==> src/rtl/bcd_seg_pkg.sv <==
// rtl/bcd_seg_pkg.sv - shared types, segment patterns and helpers for the BCD seven-segment driver
//
// Purpose: FSM state type, segment pattern constants, digit-to-pattern
//          lookup and the pow10 constant function used for the overflow
//          threshold.
// Contents:
//   state_t      : IDLE, SHIFT, UPDATE
//   SEG_BLANK    : all segments unlit (active-high)
//   SEG_DASH     : segment g only (active-high)
//   digit_to_seg : 4-bit digit -> 7-bit pattern g..a, active-high
//   pow10        : 10**n as a 64-bit constant

package bcd_seg_pkg;

  typedef enum logic [1:0] {
    IDLE,
    SHIFT,
    UPDATE
  } state_t;

  localparam logic [6:0] SEG_BLANK = 7'b0000000;
  localparam logic [6:0] SEG_DASH  = 7'b1000000;

  // Bit 6 = g ... bit 0 = a. Codes 10-15 cannot come out of a valid BCD
  // conversion and are shown blank.
  function automatic logic [6:0] digit_to_seg(input logic [3:0] digit);
    logic [6:0] pat;
    case (digit)
      4'd0:    pat = 7'h3F;
      4'd1:    pat = 7'h06;
      4'd2:    pat = 7'h5B;
      4'd3:    pat = 7'h4F;
      4'd4:    pat = 7'h66;
      4'd5:    pat = 7'h6D;
      4'd6:    pat = 7'h7D;
      4'd7:    pat = 7'h07;
      4'd8:    pat = 7'h7F;
      4'd9:    pat = 7'h6F;
      default: pat = SEG_BLANK;
    endcase
    return pat;
  endfunction

  function automatic logic [63:0] pow10(input int n);
    logic [63:0] r;
    r = 64'd1;
    for (int i = 0; i < n; i++) begin
      r = r * 64'd10;
    end
    return r;
  endfunction

endpackage

==> src/rtl/seg_digit_encode.sv <==
// rtl/seg_digit_encode.sv - one digit of BCD to seven-segment pattern, active-high
//
// Purpose: combinational encoder for a single display digit.
// Ports:
//   digit : in  4  BCD digit 0-9
//   blank : in  1  show nothing (leading-zero blanking)
//   dash  : in  1  show segment g only (overflow); wins over blank
//   seg   : out 7  active-high pattern, bit 6 = g ... bit 0 = a

module seg_digit_encode
  import bcd_seg_pkg::*;
(
  input  logic [3:0] digit,
  input  logic       blank,
  input  logic       dash,
  output logic [6:0] seg
);

  always_comb begin
    seg = SEG_BLANK;
    if (dash) begin
      seg = SEG_DASH;
    end else if (!blank) begin
      seg = digit_to_seg(digit);
    end
  end

endmodule

==> src/rtl/bcd_seven_seg_display.sv <==
// rtl/bcd_seven_seg_display.sv - binary to multi-digit seven-segment driver using sequential double-dabble
//
// Purpose: converts an unsigned binary value to BCD one bit per clock and
//          drives DIGITS seven-segment digits, with leading-zero blanking,
//          overflow dashes and selectable segment polarity.
// Ports:
//   clk      : in  1         system clock
//   rst      : in  1         asynchronous, active-low reset
//   load     : in  1         single-cycle convert request
//   number   : in  BIN_W     value sampled on the load cycle
//   busy     : out 1         high in SHIFT and UPDATE
//   seg      : out 7*DIGITS  seg[7k+6:7k] is digit k (k=0 units), bits g..a
//   overflow : out 1         displayed value >= 10**DIGITS

module bcd_seven_seg_display
  import bcd_seg_pkg::*;
#(
  parameter int BIN_W      = 12,
  parameter int DIGITS     = 4,
  parameter bit ACTIVE_LOW = 1'b1,
  parameter bit BLANK_LZ   = 1'b1
) (
  input  logic                  clk,
  input  logic                  rst,
  input  logic                  load,
  input  logic [BIN_W-1:0]      number,
  output logic                  busy,
  output logic [7*DIGITS-1:0]   seg,
  output logic                  overflow
);

  localparam int BCD_W = 4 * DIGITS;
  localparam int CNT_W = $clog2(BIN_W + 1);

  localparam logic [63:0] THRESH64 = pow10(DIGITS);
  localparam logic [63:0] MAX_IN   = (64'd1 << BIN_W) - 64'd1;
  // When every representable input fits on the display, overflow can never occur.
  localparam bit          OVF_EN   = (THRESH64 <= MAX_IN);
  localparam logic [BIN_W:0] THRESH = THRESH64[BIN_W:0];

  // XOR mask applied at the output register: all ones inverts for active-low pins.
  localparam logic [7*DIGITS-1:0] SEG_OFF = {(7 * DIGITS){ACTIVE_LOW}};

  state_t             state;
  logic [BIN_W-1:0]   bin_q;
  logic [BCD_W-1:0]   bcd_q;
  logic [CNT_W-1:0]   cnt_q;
  logic               ovf_q;
  logic               pend_valid;
  logic [BIN_W-1:0]   pend_num;

  logic [BCD_W-1:0]    bcd_adj;
  logic                start_now;
  logic [BIN_W-1:0]    start_num;
  logic                ovf_start;
  logic [7*DIGITS-1:0] pat;

  // Add-3 correction before each shift so every nibble stays a decimal digit.
  always_comb begin
    bcd_adj = bcd_q;
    for (int k = 0; k < DIGITS; k++) begin
      if (bcd_q[4*k +: 4] >= 4'd5) begin
        bcd_adj[4*k +: 4] = bcd_q[4*k +: 4] + 4'd3;
      end
    end
  end

  // A load arriving in UPDATE is the newest request, so it beats a stored pending one.
  always_comb begin
    start_now = 1'b0;
    start_num = number;
    case (state)
      IDLE: begin
        start_now = load;
        start_num = number;
      end
      UPDATE: begin
        start_now = load | pend_valid;
        start_num = load ? number : pend_num;
      end
      default: begin
        start_now = 1'b0;
        start_num = number;
      end
    endcase
  end

  assign ovf_start = OVF_EN && ({1'b0, start_num} >= THRESH);

  for (genvar k = 0; k < DIGITS; k++) begin : g_digit
    logic blank;
    if (k == 0) begin : g_units
      assign blank = 1'b0;
    end else begin : g_upper
      // Blank when this digit and everything above it is zero.
      assign blank = BLANK_LZ && (bcd_q[BCD_W-1:4*k] == '0);
    end
    seg_digit_encode u_enc (
      .digit (bcd_q[4*k +: 4]),
      .blank (blank),
      .dash  (ovf_q),
      .seg   (pat[7*k +: 7])
    );
  end

  always_ff @(posedge clk or negedge rst) begin
    if (!rst) begin
      state      <= IDLE;
      busy       <= 1'b0;
      seg        <= SEG_OFF;
      overflow   <= 1'b0;
      bin_q      <= '0;
      bcd_q      <= '0;
      cnt_q      <= '0;
      ovf_q      <= 1'b0;
      pend_valid <= 1'b0;
      pend_num   <= '0;
    end else begin
      case (state)
        IDLE: begin
          if (start_now) begin
            bin_q <= start_num;
            bcd_q <= '0;
            cnt_q <= CNT_W'(BIN_W);
            ovf_q <= ovf_start;
            state <= SHIFT;
            busy  <= 1'b1;
          end
        end

        SHIFT: begin
          bcd_q <= {bcd_adj[BCD_W-2:0], bin_q[BIN_W-1]};
          bin_q <= {bin_q[BIN_W-2:0], 1'b0};
          cnt_q <= cnt_q - CNT_W'(1);
          if (cnt_q == CNT_W'(1)) begin
            state <= UPDATE;
          end
          if (load) begin
            pend_valid <= 1'b1;
            pend_num   <= number;
          end
        end

        UPDATE: begin
          seg        <= pat ^ SEG_OFF;
          overflow   <= ovf_q;
          pend_valid <= 1'b0;
          if (start_now) begin
            bin_q <= start_num;
            bcd_q <= '0;
            cnt_q <= CNT_W'(BIN_W);
            ovf_q <= ovf_start;
            state <= SHIFT;
            busy  <= 1'b1;
          end else begin
            state <= IDLE;
            busy  <= 1'b0;
          end
        end

        default: begin
          state <= IDLE;
          busy  <= 1'b0;
        end
      endcase
    end
  end

endmodule

==> config.mk <==
export PLATFORM = sky130hd
export DESIGN_NAME = bcd_seven_seg_display
export DESIGN_NICKNAME = d
export VERILOG_FILES = /design/src/rtl/bcd_seg_pkg.sv /design/src/rtl/seg_digit_encode.sv /design/src/rtl/bcd_seven_seg_display.sv
export SDC_FILE = /design/constraint.sdc
export NUM_CORES = 1
export LEC_CHECK = 0
export ABC_AREA = 1
export CAP_MARGIN = 15
export CORE_MARGIN = 2
export CORE_UTILIZATION = 51
export CTS_CLUSTER_SIZE = 20
export DETAILED_ROUTE_END_ITERATION = 10
export GPL_ROUTABILITY_DRIVEN = 0
export PLACE_DENSITY_LB_ADDON = 0.1
export SYNTH_ARGS = -nofsm -noshare
export SYNTH_HDL_FRONTEND = slang
export SYNTH_SLANG_ARGS = --single-unit
==> constraint.sdc <==
create_clock -name clk -period 1.4 [get_ports clk]
set_input_delay 0.28 -clock clk [delete_from_list [all_inputs] [get_ports clk]]
set_output_delay 0.28 -clock clk [all_outputs]
set_load 0.05 [all_outputs]
* Yosys cells after proc, flatten, opt, wreduce, memory -nomap -nowiden
Memories as Yosys holds them, arrays and structs flattened.
Cells that the tools add are included.
Widths: inputs -> output; s select.
** Operators by class
- $add $sub $neg :: 5
- Magnitude comparators :: 4
- Equality and inequality tests :: 7
- Muxes and demuxes :: 25
- Bitwise gates (word level) :: 3
- Reduce and logical (&&, ||, !) cells :: 11
** Operators with widths (number)
- $mux 12 :: 3
- $pmux 16 s2 :: 1
- $not 28->28 :: 1
- $pmux 12 s2 :: 1
- $mux 7 :: 3
- $ge 4x3->1 const B :: 4
- $mux 16 :: 1
- $mux 4 :: 4
- $add 4x2->4 const B :: 3
- $logic_not 12->1 :: 1
- $logic_not 8->1 :: 1
- $pmux 4 s2 :: 1
- $reduce_and 2->1 :: 4
- $ne 2x2->1 const B :: 3
- $pmux 2 s3 :: 1
- $eq 4x1->1 const B :: 1
- $logic_not 4->1 :: 1
- $mux 1 :: 4
- $mux 2 :: 2
- $pmux 1 s2 :: 2
- $reduce_bool 2->1 :: 2
- $sub 4x1->4 const B :: 1
- $add 3x2->3 const B :: 1
- $mux 3 :: 1
- other kinds (8) :: 8
** Word-level totals
- Register bits after elaboration :: 76
- Bits in read-only memories :: 448
- Input bits :: 15
- Output and inout bits :: 30
- Logic and storage cells :: 67
- Memories kept :: 4
** Memories
- (name not given) :: depth 16, bits a word 7, read ports 1, clocked after memory_dff 0, write ports 0, line bcd_seg_pkg.sv:28 : case (digit)
- (name not given) :: depth 16, bits a word 7, read ports 1, clocked after memory_dff 0, write ports 0, line bcd_seg_pkg.sv:28
- (name not given) :: depth 16, bits a word 7, read ports 1, clocked after memory_dff 0, write ports 0, line bcd_seg_pkg.sv:28
- (name not given) :: depth 16, bits a word 7, read ports 1, clocked after memory_dff 0, write ports 0, line bcd_seg_pkg.sv:28

* Depth between registers and ports, before layout
Gate-level depths: netlist of the first run.
- Depth in word-level cells :: 4
- Gate-level depth with buffers :: 8
- Gate-level depth less buffers :: 8

* Cells and area by module
A second synthesis of the first run with hierarchy kept.
** Second synthesis, totals
- Cell total of the unflattened synthesis :: 633
- Area total of the unflattened synthesis :: 4647.0 um^2
** By module, submodules not included
- bcd_seven_seg_display :: instances 1, cells each 473, area an instance 3846.2 um^2, sequential area each 1936.9 um^2
- seg_digit_encode :: instances 4, cells each 40, area an instance 200.2 um^2, sequential area each 0.0 um^2

* Worst setup path after synthesis of the first run
OpenSTA, ideal clock, no wires.
- Kind :: flip-flop to flip-flop
- Start point :: reg bcd_q[1]
- End point :: reg bcd_q[1]
- Setup time :: 0.118 ns
- Arrival :: 1.208 ns
- Data required time :: 1.282 ns
- Setup slack :: 0.075 ns
- Cell stages (with the launch flop) :: 8
- Path buffers :: 0
- Period minus slack after synthesis :: 1.325 ns
- Cells stage by stage :: dfrtp_1 inv_1 ha_1 inv_1 o21ai_0 nand3_1 nand3_1 nand2_1
** Between the ends
- Word-level cells in the longest chain between the ends :: 3
** RTL lines
- start, declared :: line bcd_seven_seg_display.sv:46 : logic [BCD_W-1:0] bcd_q;
- start signal, assigned :: line bcd_seven_seg_display.sv:132 : bcd_q <= {bcd_adj[BCD_W-2:0], bin_q[BIN_W-1]};
- $ge 4x3->1 :: line bcd_seven_seg_display.sv:62 : if (bcd_q[4*k +: 4] >= 4'd5) begin
- $mux 4 :: line bcd_seven_seg_display.sv:62
- $pmux 16 s2 :: line bcd_seven_seg_display.sv:119 : case (state)
Every way passes these cells.
A chain may end at the register's enable or synchronous reset.

* Final worst setup path of the first run
- Start point :: reg bcd_q[8]
- End point :: reg bcd_q[10]
** Between the ends
- Word-level cells in the longest chain between the ends :: 3
- Elaborated cells between the ends (all ways) :: 4
- Those cells by class :: add/sub (1); order compare (1); mux (2)
** RTL lines (line)
- $add 4x2->4 or $ge 4x3->1 (tied branches) :: bcd_seven_seg_display.sv:63, bcd_seven_seg_display.sv:62
- $mux 4 * :: bcd_seven_seg_display.sv:62
- $pmux 16 s2 * :: bcd_seven_seg_display.sv:119
Mark *: on every way between the ends. The rest lies on a longest branch, timed or not.

==> results.sh, run 1 <==
export IMPL_status="completed"
export IMPL_synth_top_area_share_pct=28.4
export IMPL_rr_worst_depth=8
export IMPL_chipWidth_um=95.1
export IMPL_wirelength_mm=9.85
export IMPL_die_area_um2=9040
export IMPL_antenna_cells=0
export IMPL_synth_compound_area_share_pct=10.9
export IMPL_vias=3845
export IMPL_vdd_drop_max_mv=1.23
export IMPL_gr_total_overflow=0
export IMPL_area_growth_pct=33.9
export IMPL_cp_slowest_cell="dfrtp_1"
export IMPL_critPathArrivalTime_ps=1600
export IMPL_seqCellArea_um2=1940
export IMPL_hold_path_class="in2async"
export IMPL_fill_cells=615
export IMPL_holdWs_ps=479
export IMPL_grt_max_degree=77
export IMPL_dp_hpwl_mm=6.61
export IMPL_synthCells=562
export IMPL_avgRoutedWirePerCell_um=13.2
export IMPL_ios=45
export IMPL_netlist_top_cells_area="dfrtp_1 28%, dfstp_2 17%, nand2_1 13%"
export IMPL_fmax_ghz=0.731
export IMPL_final_nets=673
export IMPL_final_hold_violation_count=0
export IMPL_syn_area_um2=4230
export IMPL_antenna_found_initial=0
export IMPL_regToRegStartpoint="bcd_q[8]$_DFFE_PN0P_"
export IMPL_root_buffer="clkbuf_8"
export IMPL_clock_latency_ps=360
export IMPL_muxShareOfSynthArea_pct=0
export IMPL_grt_pass1_wl_mm=16.2
export IMPL_synth_fa_ha_area_share_pct=6.50
export IMPL_cts_tree="done"
export IMPL_skew_ps=14.5
export IMPL_path_cells="inv_2 -> buf_6 -> ha_4 -> inv_2 -> a21oi_4 -> nand3_1 -> nand3_1 -> nand2_1"
export IMPL_syn_nets=599
export IMPL_ff2ff_setup_slack_ps=30
export IMPL_synth_xor_area_share_pct=0
export IMPL_cts_sinks=76
export IMPL_grt_util_all_layers_pct=22.7
export IMPL_cpPeakStageDelay_ps=450
export IMPL_initial_core_util_pct=52.0
export IMPL_post_route_min_period_ps=1370
export IMPL_synth_simple_area_share_pct=29.1
export IMPL_routed_via_density=5.15
export IMPL_clk_pin_slew_ps=90
export IMPL_worst_setup_path_end_kind="register"
export IMPL_drt_antenna_violating_nets=0
export IMPL_r2r_end="bcd_q[10]$_DFFE_PN0P_"
export IMPL_critical_path_class="reg2reg"
export IMPL_h_tree_depth=3
export IMPL_drv_slew=0
export IMPL_floorplan_rows=33
export IMPL_drt_iter0_drc=260
export IMPL_synth_distinct_cells=25
export IMPL_synth_seq_area_share_pct=45.8
export IMPL_core_area_um2=8130
export IMPL_firstDrtPassIters=4
export IMPL_grt_pass1_vias=3498
export IMPL_max_cap_violations=0
export IMPL_yosys_area_top_type="dfrtp_1"
export IMPL_crit_required_ps=1640
export IMPL_synth_seq_cells=76
export IMPL_layout_drive_gt1_share_pct=24.8
export IMPL_power_density_nw_per_um2=2690
export IMPL_fin_tns_setup_ps=0
export IMPL_leakagePower_nw=2.78
export IMPL_synth_top_family_by_area="simple AND/OR/NAND/NOR gates"
export IMPL_cts_buffers=9
export IMPL_setup_violations=0
export IMPL_crit_fanout=4
export IMPL_synth_warnings=0
export IMPL_startpoint_type="register"
export IMPL_syn_avg_cell_area_um2=7.53
export IMPL_rsz0062_at_grt="yes"
export IMPL_die_h_um=95.1
export IMPL_multi_input_area_um2=2090
export IMPL_clock_path_buffers=2
export IMPL_drc=0
export IMPL_port_buffers=43
export IMPL_min_period_over_period_pct=97.7
[flip-flops by register name, summed over array words and instances (netlist names)]
register and count:
bcd_q 16, bin_q 12, busy 1, cnt_q 4, pend_num 12, pend_valid 1, seg 28, state 2
[layout make-up]
cell class                      count  area share [%]
Clock inverter                      4           0.419
Tap cell                          105            2.32
Timing Repair Buffer               88            20.0
Multi-Input combinational cell    409            36.9
Inverter                           52            3.44
Sequential cell                    76            34.2
Clock buffer                       12            2.74
[critical path: cells and delay by family, from the launching register on]
kind	cells	cell delay, ps
AOI/OAI and AO/OA	1	170
and+or+nand+nor	3	220
buffers and inverters	3	270
DFF	1	450
adders and majority gates	1	130
[synthesized netlist by cell type (all sizes together)]
library cell	n
a31oi	2
dfrtp	48
a21oi	22
o21ai	50
a22oi	8
or2	4
buf	22
inv	52
dfstp	28
nor2	83
ha	22
nand3	66
conb	1
nor3	3
nand2	145
o211ai	3
clkbuf	3
[how the worst max path moves through the flow]
stage	startpoint	endpoint	slack, ps	cells after the start
global route	bcd_q[8]$_DFFE_PN0P_	bcd_q[10]$_DFFE_PN0P_	-60	9
global placement	load	bin_q[1]$_DFFE_PN0P_	-200	8
finish	bcd_q[8]$_DFFE_PN0P_	bcd_q[10]$_DFFE_PN0P_	30	8
detailed placement	load	bin_q[2]$_DFFE_PN0P_	-290	8
floorplan	bcd_q[1]$_DFFE_PN0P_	bcd_q[1]$_DFFE_PN0P_	70	7
CTS	bcd_q[8]$_DFFE_PN0P_	seg[18]$_DFFE_PN1N_	-30	7
[power breakdown]
part	leakage, nW	internal (W)	switching (W)	total (W)
Clock	0.0961	0.000736	0.000818	0.00155
Sequential	0.882	0.00356	0.000908	0.00446
Combinational	1.80	0.00404	0.00517	0.00921
Total	2.78	0.00833	0.00689	0.0152
[cells by family after synthesis]
family / count (synthesis)
compound gates: 85
fa+ha+maj: 22
buf+inv: 77
flops: 76
other cells: 1
simple gates: 301
[metal layers]
metal  global-route usage [%]  up-vias  wire length [um]
li1                         -     1956                 -
met1                     31.0     1792              4460
met2                     36.4       87              4890
met3                     2.92       10               377
met4                     9.54        0               120
met5                        0        -                 0
[per-stage QoR]
stage                     instance area, um^2  std cells  utilization [%]  setup WS (ps)  total power [W]
after detailed placement                 5330        726             65.5           -292           0.0132
after floorplan                          4230        562                -           74.9          0.00953
after global routing                     5670        746             69.7          -63.6           0.0164
after global placement                   5330        726             65.5           -202           0.0130
after CTS                                5530        743             67.9          -28.0           0.0148
final                                    5670        746             69.7           31.9           0.0152
[cells in the final DEF (no fill, tap or decap), drive strengths merged]
cell / n
nand2: 145
nor2: 83
buf: 74
nand3: 66
inv: 52
o21ai: 50
dfrtp: 48
dfstp: 28
ha: 22
a21oi: 22
clkdlybuf4s50: 13
clkbuf: 12
a22oi: 8
clkinv: 4
or2: 4
nor3: 3
o211ai: 3
a31oi: 2
conb: 1
dlygate4sd3: 1
[what timing repair did]
action / CTS / global route
pin swaps: 1 / 6
hold buffers: 1 / 0
buffers inserted: 0 / 3
hold endpoints to repair: 48 / 0
setup endpoints to repair: 16 / 40
resized for setup: 5 / 37
Note: power is estimated with default switching activity, not from simulation.
==> inputs of run 2 (changes only) <==
CORE_UTILIZATION = 55   (was 51)
SKIP_LAST_GASP = 1   (was unset)
clock period = 1.5 ns   (was 1.4 ns; I/O delays follow)
==> results.sh, run 2 (same netlist as run 1, synthesis figures left out) <==
export IMPL_clk_pin_slew_ps=80
export IMPL_wirelength_mm=9.91
export IMPL_crit_fanout=4
export IMPL_regMostFlops="seg"
export IMPL_final_common_cell="nand2_1"
export IMPL_die_area_um2=8410
export IMPL_critPathArrivalTime_ps=1700
export IMPL_worst_setup_path_end_kind="register"
export IMPL_regToRegStartpoint="bcd_q[8]$_DFFE_PN0P_"
export IMPL_max_cap_violations=0
export IMPL_cts_sinks=76
export IMPL_fill_cells=559
export IMPL_power_density_nw_per_um2=2560
export IMPL_leakagePower_nw=2.72
export IMPL_final_hold_violation_count=0
export IMPL_hold_path_class="in2async"
export IMPL_cts_tree="done"
export IMPL_skew_ps=7.25
export IMPL_antenna_cells=0
export IMPL_core_area_um2=7370
export IMPL_post_route_min_period_ps=1400
export IMPL_drt_antenna_violating_nets=0
export IMPL_drv_slew=0
export IMPL_routed_via_density=5.31
export IMPL_cts_hold_buffers_added=0
export IMPL_floorplan_rows=31
export IMPL_vdd_drop_max_mv=1.16
export IMPL_pre_cts_ws_ps=-179
export IMPL_gr_total_overflow=0
export IMPL_startpoint_type="register"
export IMPL_final_cell_mix="141 x nand2_1, 80 x nor2_1, 64 x nand3_1"
export IMPL_setup_violations=0
export IMPL_dp_hpwl_mm=6.84
export IMPL_fmax_ghz=0.714
export IMPL_ff2ff_setup_slack_ps=100
export IMPL_status="completed"
export IMPL_clock_latency_ps=360
export IMPL_min_period_over_period_pct=93.4
export IMPL_initial_core_util_pct=57.4
export IMPL_grt_pass1_vias=3688
export IMPL_holdWs_ps=160
export IMPL_r2r_end="seg[14]$_DFFE_PN1N_"
export IMPL_crit_path_end="seg[14]$_DFFE_PN1N_"
export IMPL_grt_util_all_layers_pct=24.1
export IMPL_grt_max_degree=38
export IMPL_vias=3874
export IMPL_post_cts_buffers=0
export IMPL_die_h_um=91.7
export IMPL_antenna_found_initial=0
export IMPL_area_growth_pct=30.8
export IMPL_largest_register_ffs=28
export IMPL_clock_path_buffers=2
export IMPL_reg_top3="seg (28), bcd_q (16)"
export IMPL_cts_buffers=9
export IMPL_final_nets=662
export IMPL_crit_required_ps=1800
export IMPL_cp_startpoint="bcd_q[8]$_DFFE_PN0P_"
export IMPL_chipWidth_um=91.7
export IMPL_fin_ws_ps=99.4
export IMPL_drt_iter0_drc=232
export IMPL_critical_path_class="reg2reg"
export IMPL_h_tree_depth=3
export IMPL_avgRoutedWirePerCell_um=13.6
export IMPL_port_buffers=43
export IMPL_root_buffer="clkbuf_8"
export IMPL_firstDrtPassIters=5
export IMPL_ios=45
export IMPL_drc=0
export IMPL_grt_pass1_wl_mm=16.6
export IMPL_layout_drive_gt1_share_pct=21.9
export IMPL_rr_worst_depth=7
==> run 2: cell count changes in the layout (fill, tap and decap cells not counted), moves of 2 or more <==
cell,delta
buf_4,-7
buf_6,-4
bufinv_16,+2
clkbuf_8,-2
ha_1,+3
ha_4,-2
inv_1,+5
inv_2,-5
nand2_1,+2
nor2_1,+2
o21ai_0,+2
==> run 2: layer usage <==
metal	part of all wire (%)	GRT usage, %
met1	45	31.8
met2	49	40.4
met3	3.9	2.88
met4	1.9	9.95
met5	0	0
==> run 2: how the worst min path moves through the flow <==
stage / to / cells past startpoint
floorplan: bcd_q[0]$_DFFE_PN0P_ / 0
global placement: cnt_q[3]$_DFFE_PN0P_ / 2
detailed placement: cnt_q[3]$_DFFE_PN0P_ / 2
CTS: seg[19]$_DFFE_PN1N_ / 1
global route: seg[19]$_DFFE_PN1N_ / 1
finish: seg[10]$_DFFE_PN1N_ / 1
==> run 2: what timing repair did <==
action,4_1_cts,5_1_grt
gates resized for setup,2,16
setup endpoints to repair,12,28
pin swaps,0,1
==> run 2: cell type report <==
cell class                      instances  area (um^2)  area share [%]
Clock buffer                            9          124            2.24
Clock inverter                          7         91.3            1.65
Inverter                               52          195            3.53
Multi-Input combinational cell        409         2030            36.7
Sequential cell                        76         1940            35.0
Tap cell                               99          124            2.24
Timing Repair Buffer                   77         1030            18.7
==> run 2: critical path: stages (launching register included) <==
cell and delay, ps:
dfrtp_1 390, buf_4 160, ha_1 220, or2_2 290, nand3_1 90, nand2_1 50, nor2_1 100, nor2_1 50
==> run 2: through the flow <==
| step | utilization [%] | power, W | cell area [um^2] | setup TNS (ps) | cells |
|---|---|---|---|---|---|
| finish | 75.1 | 0.0141 | 5540 | 0 | 729 |
| global placement | 71.4 | 0.0119 | 5260 | -2480 | 713 |
| floorplan | - | 0.00890 | 4230 | 0 | 562 |
| CTS | 74.4 | 0.0140 | 5480 | -2.66 | 729 |
| global route | 75.1 | 0.0151 | 5540 | -18.4 | 729 |
| detailed placement | 71.4 | 0.0122 | 5260 | -3990 | 713 |
==> run 2: report_power, final <==
| part | internal (W) | switching, W |
|---|---|---|
| registers | 0.00332 | 0.000864 |
| logic | 0.00350 | 0.00475 |
| clock network | 0.000930 | 0.000781 |
==> inputs of run 3 (changes only) <==
ABC_AREA = unset   (was 1)
clock period = 1.62 ns   (was 1.5 ns; I/O delays follow)
==> results.sh, run 3 <==
export IMPL_status="finished, violations left"
export IMPL_violations="hold timing, setup timing"
export IMPL_drt_antenna_violating_nets=0
export IMPL_placed_cells=558
export IMPL_rsz0062_at_grt="yes"
export IMPL_chipWidth_um=89.9
export IMPL_cts_tree="done"
export IMPL_clock_path_buffers=2
export IMPL_rr_worst_depth=6
export IMPL_leakagePower_nw=2.43
export IMPL_layout_drive_gt1_share_pct=34.2
export IMPL_synth_top_area_share_pct=29.6
export IMPL_drt_iter0_drc=100
export IMPL_cp_depth=6
export IMPL_critical_path_class="reg2reg"
export IMPL_slew_headroom_pct=63.3
export IMPL_floorplan_rows=31
export IMPL_ff2ff_setup_slack_ps=-70
export IMPL_clockPowerShare_pct=19.4
export IMPL_root_buffer="clkbuf_8"
export IMPL_synth_distinct_cells=53
export IMPL_port_buffers=43
export IMPL_gr_total_overflow=0
export IMPL_dpl_instance_area_um2=5110
export IMPL_final_cell_mix="49 x nand2_1, 48 x dfrtp_1, 42 x o21ai_0"
export IMPL_stdcell_area_um2=5410
export IMPL_synth_ff_type="dfrtp_1"
export IMPL_synth_edf_count=0
export IMPL_r2r_end="seg[12]$_DFFE_PN1N_"
export IMPL_async_reset_ff_share_pct=100
export IMPL_final_hold_violation_count=8
export IMPL_cp_slowest_cell="or4b_4"
export IMPL_core_area_um2=7180
export IMPL_crit_buf_inv=1
export IMPL_clk_pin_slew_ps=80
export IMPL_hold_path_class="in2async"
export IMPL_area_growth_pct=33.5
export IMPL_ios=45
export IMPL_crit_fanout=5
export IMPL_fin_cells=575
export IMPL_final_common_cell="nand2_1"
export IMPL_final_nets=508
export IMPL_routed_via_density=5.52
export IMPL_initial_core_util_pct=56.5
export IMPL_worst_path_dominant_cell_family="simple AND/OR/NAND/NOR gates"
export IMPL_clock_latency_ps=350
export IMPL_power_density_nw_per_um2=1600
export IMPL_synth_seq_area_share_pct=47.8
export IMPL_worst_pin_slew_ps=545
export IMPL_yosys_area_top_type="dfrtp_1"
export IMPL_yosysMostFrequentCell="nand2_1"
export IMPL_netlist_top_cells_area="dfrtp_1 30%, dfstp_2 18%, ha_1 6.8%"
export IMPL_comb_power_share_pct=44.9
export IMPL_regMostFlops="seg"
export IMPL_die_area_um2=8070
export IMPL_seq_power_share_pct=35.7
export IMPL_post_route_min_period_ps=1690
export IMPL_p_sw_w=0.00323
export IMPL_crit_required_ps=1910
export IMPL_max_cap_violations=0
export IMPL_firstDrtPassIters=4
export IMPL_pre_cts_ws_ps=-279
export IMPL_switching_share_pct=37.3
export IMPL_skew_ps=10.4
export IMPL_holdWs_ps=-27.3
export IMPL_synthCells=403
export IMPL_setup_violations=14
export IMPL_dp_hpwl_mm=5.94
export IMPL_synth_warnings=0
export IMPL_grt_util_all_layers_pct=22.3
export IMPL_drv_slew=0
export IMPL_h_tree_depth=3
export IMPL_startpoint_type="register"
export IMPL_syn_area_um2=4050
export IMPL_cpPeakStageDelay_ps=510
export IMPL_grt_pass1_vias=3272
export IMPL_largest_register_ffs=28
export IMPL_synth_top_cells_by_count="49 x nand2_1, 48 x dfrtp_1, 42 x o21ai_0"
export IMPL_grt_max_degree=77
export IMPL_critPathArrivalTime_ps=1970
export IMPL_die_h_um=89.9
export IMPL_syn_nets=440
export IMPL_avgRoutedWirePerCell_um=14.4
export IMPL_fmax_ghz=0.593
export IMPL_syn_avg_cell_area_um2=10.1
export IMPL_drc=0
export IMPL_synth_seq_cells=76
export IMPL_reg_top3="seg (28), bcd_q (16)"
export IMPL_regToRegStartpoint="bcd_q[12]$_DFFE_PN0P_"
export IMPL_wirelength_mm=8.26
export IMPL_internal_power_w=0.00541
export IMPL_antenna_found_initial=0
export IMPL_worst_setup_path_end_kind="register"
export IMPL_min_period_over_period_pct=104
export IMPL_antenna_cells=0
export IMPL_vias=3176
export IMPL_path_cells="inv_2 -> ha_4 -> or4b_4 -> nor2_2 -> o22ai_1 -> a21oi_1"
export IMPL_fin_ws_ps=-67.2
export IMPL_grt_pass1_wl_mm=14.8
export IMPL_cts_sinks=76
export IMPL_vdd_drop_max_mv=0.797
export IMPL_cts_buffers=9
export IMPL_fin_tns_setup_ps=-515
[run 3: changes by cell type after synthesis, moves of 10 or more]
| cell | before | now |
|---|---|---|
| nand2_1 | 143 | 49 |
| nor2_1 | 82 | 14 |
| nand3_1 | 66 | 7 |
| o21ai_1 | 35 | 0 |
| o21ai_0 | 15 | 42 |
| inv_1 | 43 | 20 |
| mux2_2 | 0 | 21 |
| clkbuf_1 | 3 | 17 |
| buf_2 | 15 | 4 |
| o22ai_1 | 0 | 11 |
| o22a_1 | 0 | 10 |
[run 3: what timing repair did]
action | in CTS | in global routing
hold endpoints to repair | 0 | 0
hold buffers | 0 | 0
pin swaps | 0 | 1
gates resized for setup | 1 | 12
setup buffers | 0 | 1
endpoints found under the setup margin | 14 | 23
[run 3: cells by family after synthesis]
| group | share of synthesized area (%) |
|---|---|
| AOI/OAI and AO/OA | 18.3 |
| and+or+nand+nor | 12.8 |
| DFF | 47.8 |
| buffers and inverters | 5.28 |
| muxes | 7.81 |
| adders and majority gates | 6.79 |
| xor gates and xnor gates | 1.08 |
| other | 0.0925 |
[run 3: worst max-delay path by stage]
| stage | start | end | slack (ps) |
|---|---|---|---|
| final | bcd_q[12]$_DFFE_PN0P_ | seg[12]$_DFFE_PN1N_ | -70 |
| after global routing | bcd_q[12]$_DFFE_PN0P_ | seg[12]$_DFFE_PN1N_ | -130 |
| after CTS | bcd_q[13]$_DFFE_PN0P_ | seg[11]$_DFFE_PN1N_ | -50 |
| after detailed placement | load | bin_q[8]$_DFFE_PN0P_ | -280 |
| after global placement | load | bin_q[9]$_DFFE_PN0P_ | -210 |
| after floorplan | bcd_q[12]$_DFFE_PN0P_ | seg[10]$_DFFE_PN1N_ | -9 |
[run 3: stage by stage]
stage          total power [W]  utilization (%)
2_1_floorplan          0.00516                -
3_3_place_gp           0.00688             71.2
3_5_place_dp           0.00698             71.2
4_1_cts                0.00866             74.6
5_1_grt                0.00908             75.4
6_report               0.00864             75.4
[run 3: power groups by stage]
| stage | Sequential (W) | Combinational, W | Clock, W |
|---|---|---|---|
| after floorplan | 0.00396 | 0.00121 | 0 |
| after global placement | 0.00309 | 0.00379 | 0 |
| after detailed placement | 0.00312 | 0.00386 | 0 |
| after CTS | 0.00308 | 0.00388 | 0.00170 |
| after global routing | 0.00316 | 0.00413 | 0.00178 |
| final | 0.00308 | 0.00388 | 0.00168 |
[run 3: final cells by class]
class / count / area [um^2]
multi-input cells: 280 / 1990
inverters: 20 / 75.1
well taps: 99 / 124
flip-flops and latches: 76 / 1940
clock buffers: 11 / 151
clock inverters: 5 / 83.8
fillers: 499 / 1770
repair buffers: 84 / 1050
[run 3: routing by layer]
metal,vias to the layer above,routed length [um],GRT usage [%]
li1,1552,-,-
met4,0,233,11.0
met3,18,221,3.27
met2,57,4150,39.0
met1,1549,3660,27.1
met5,-,0,0
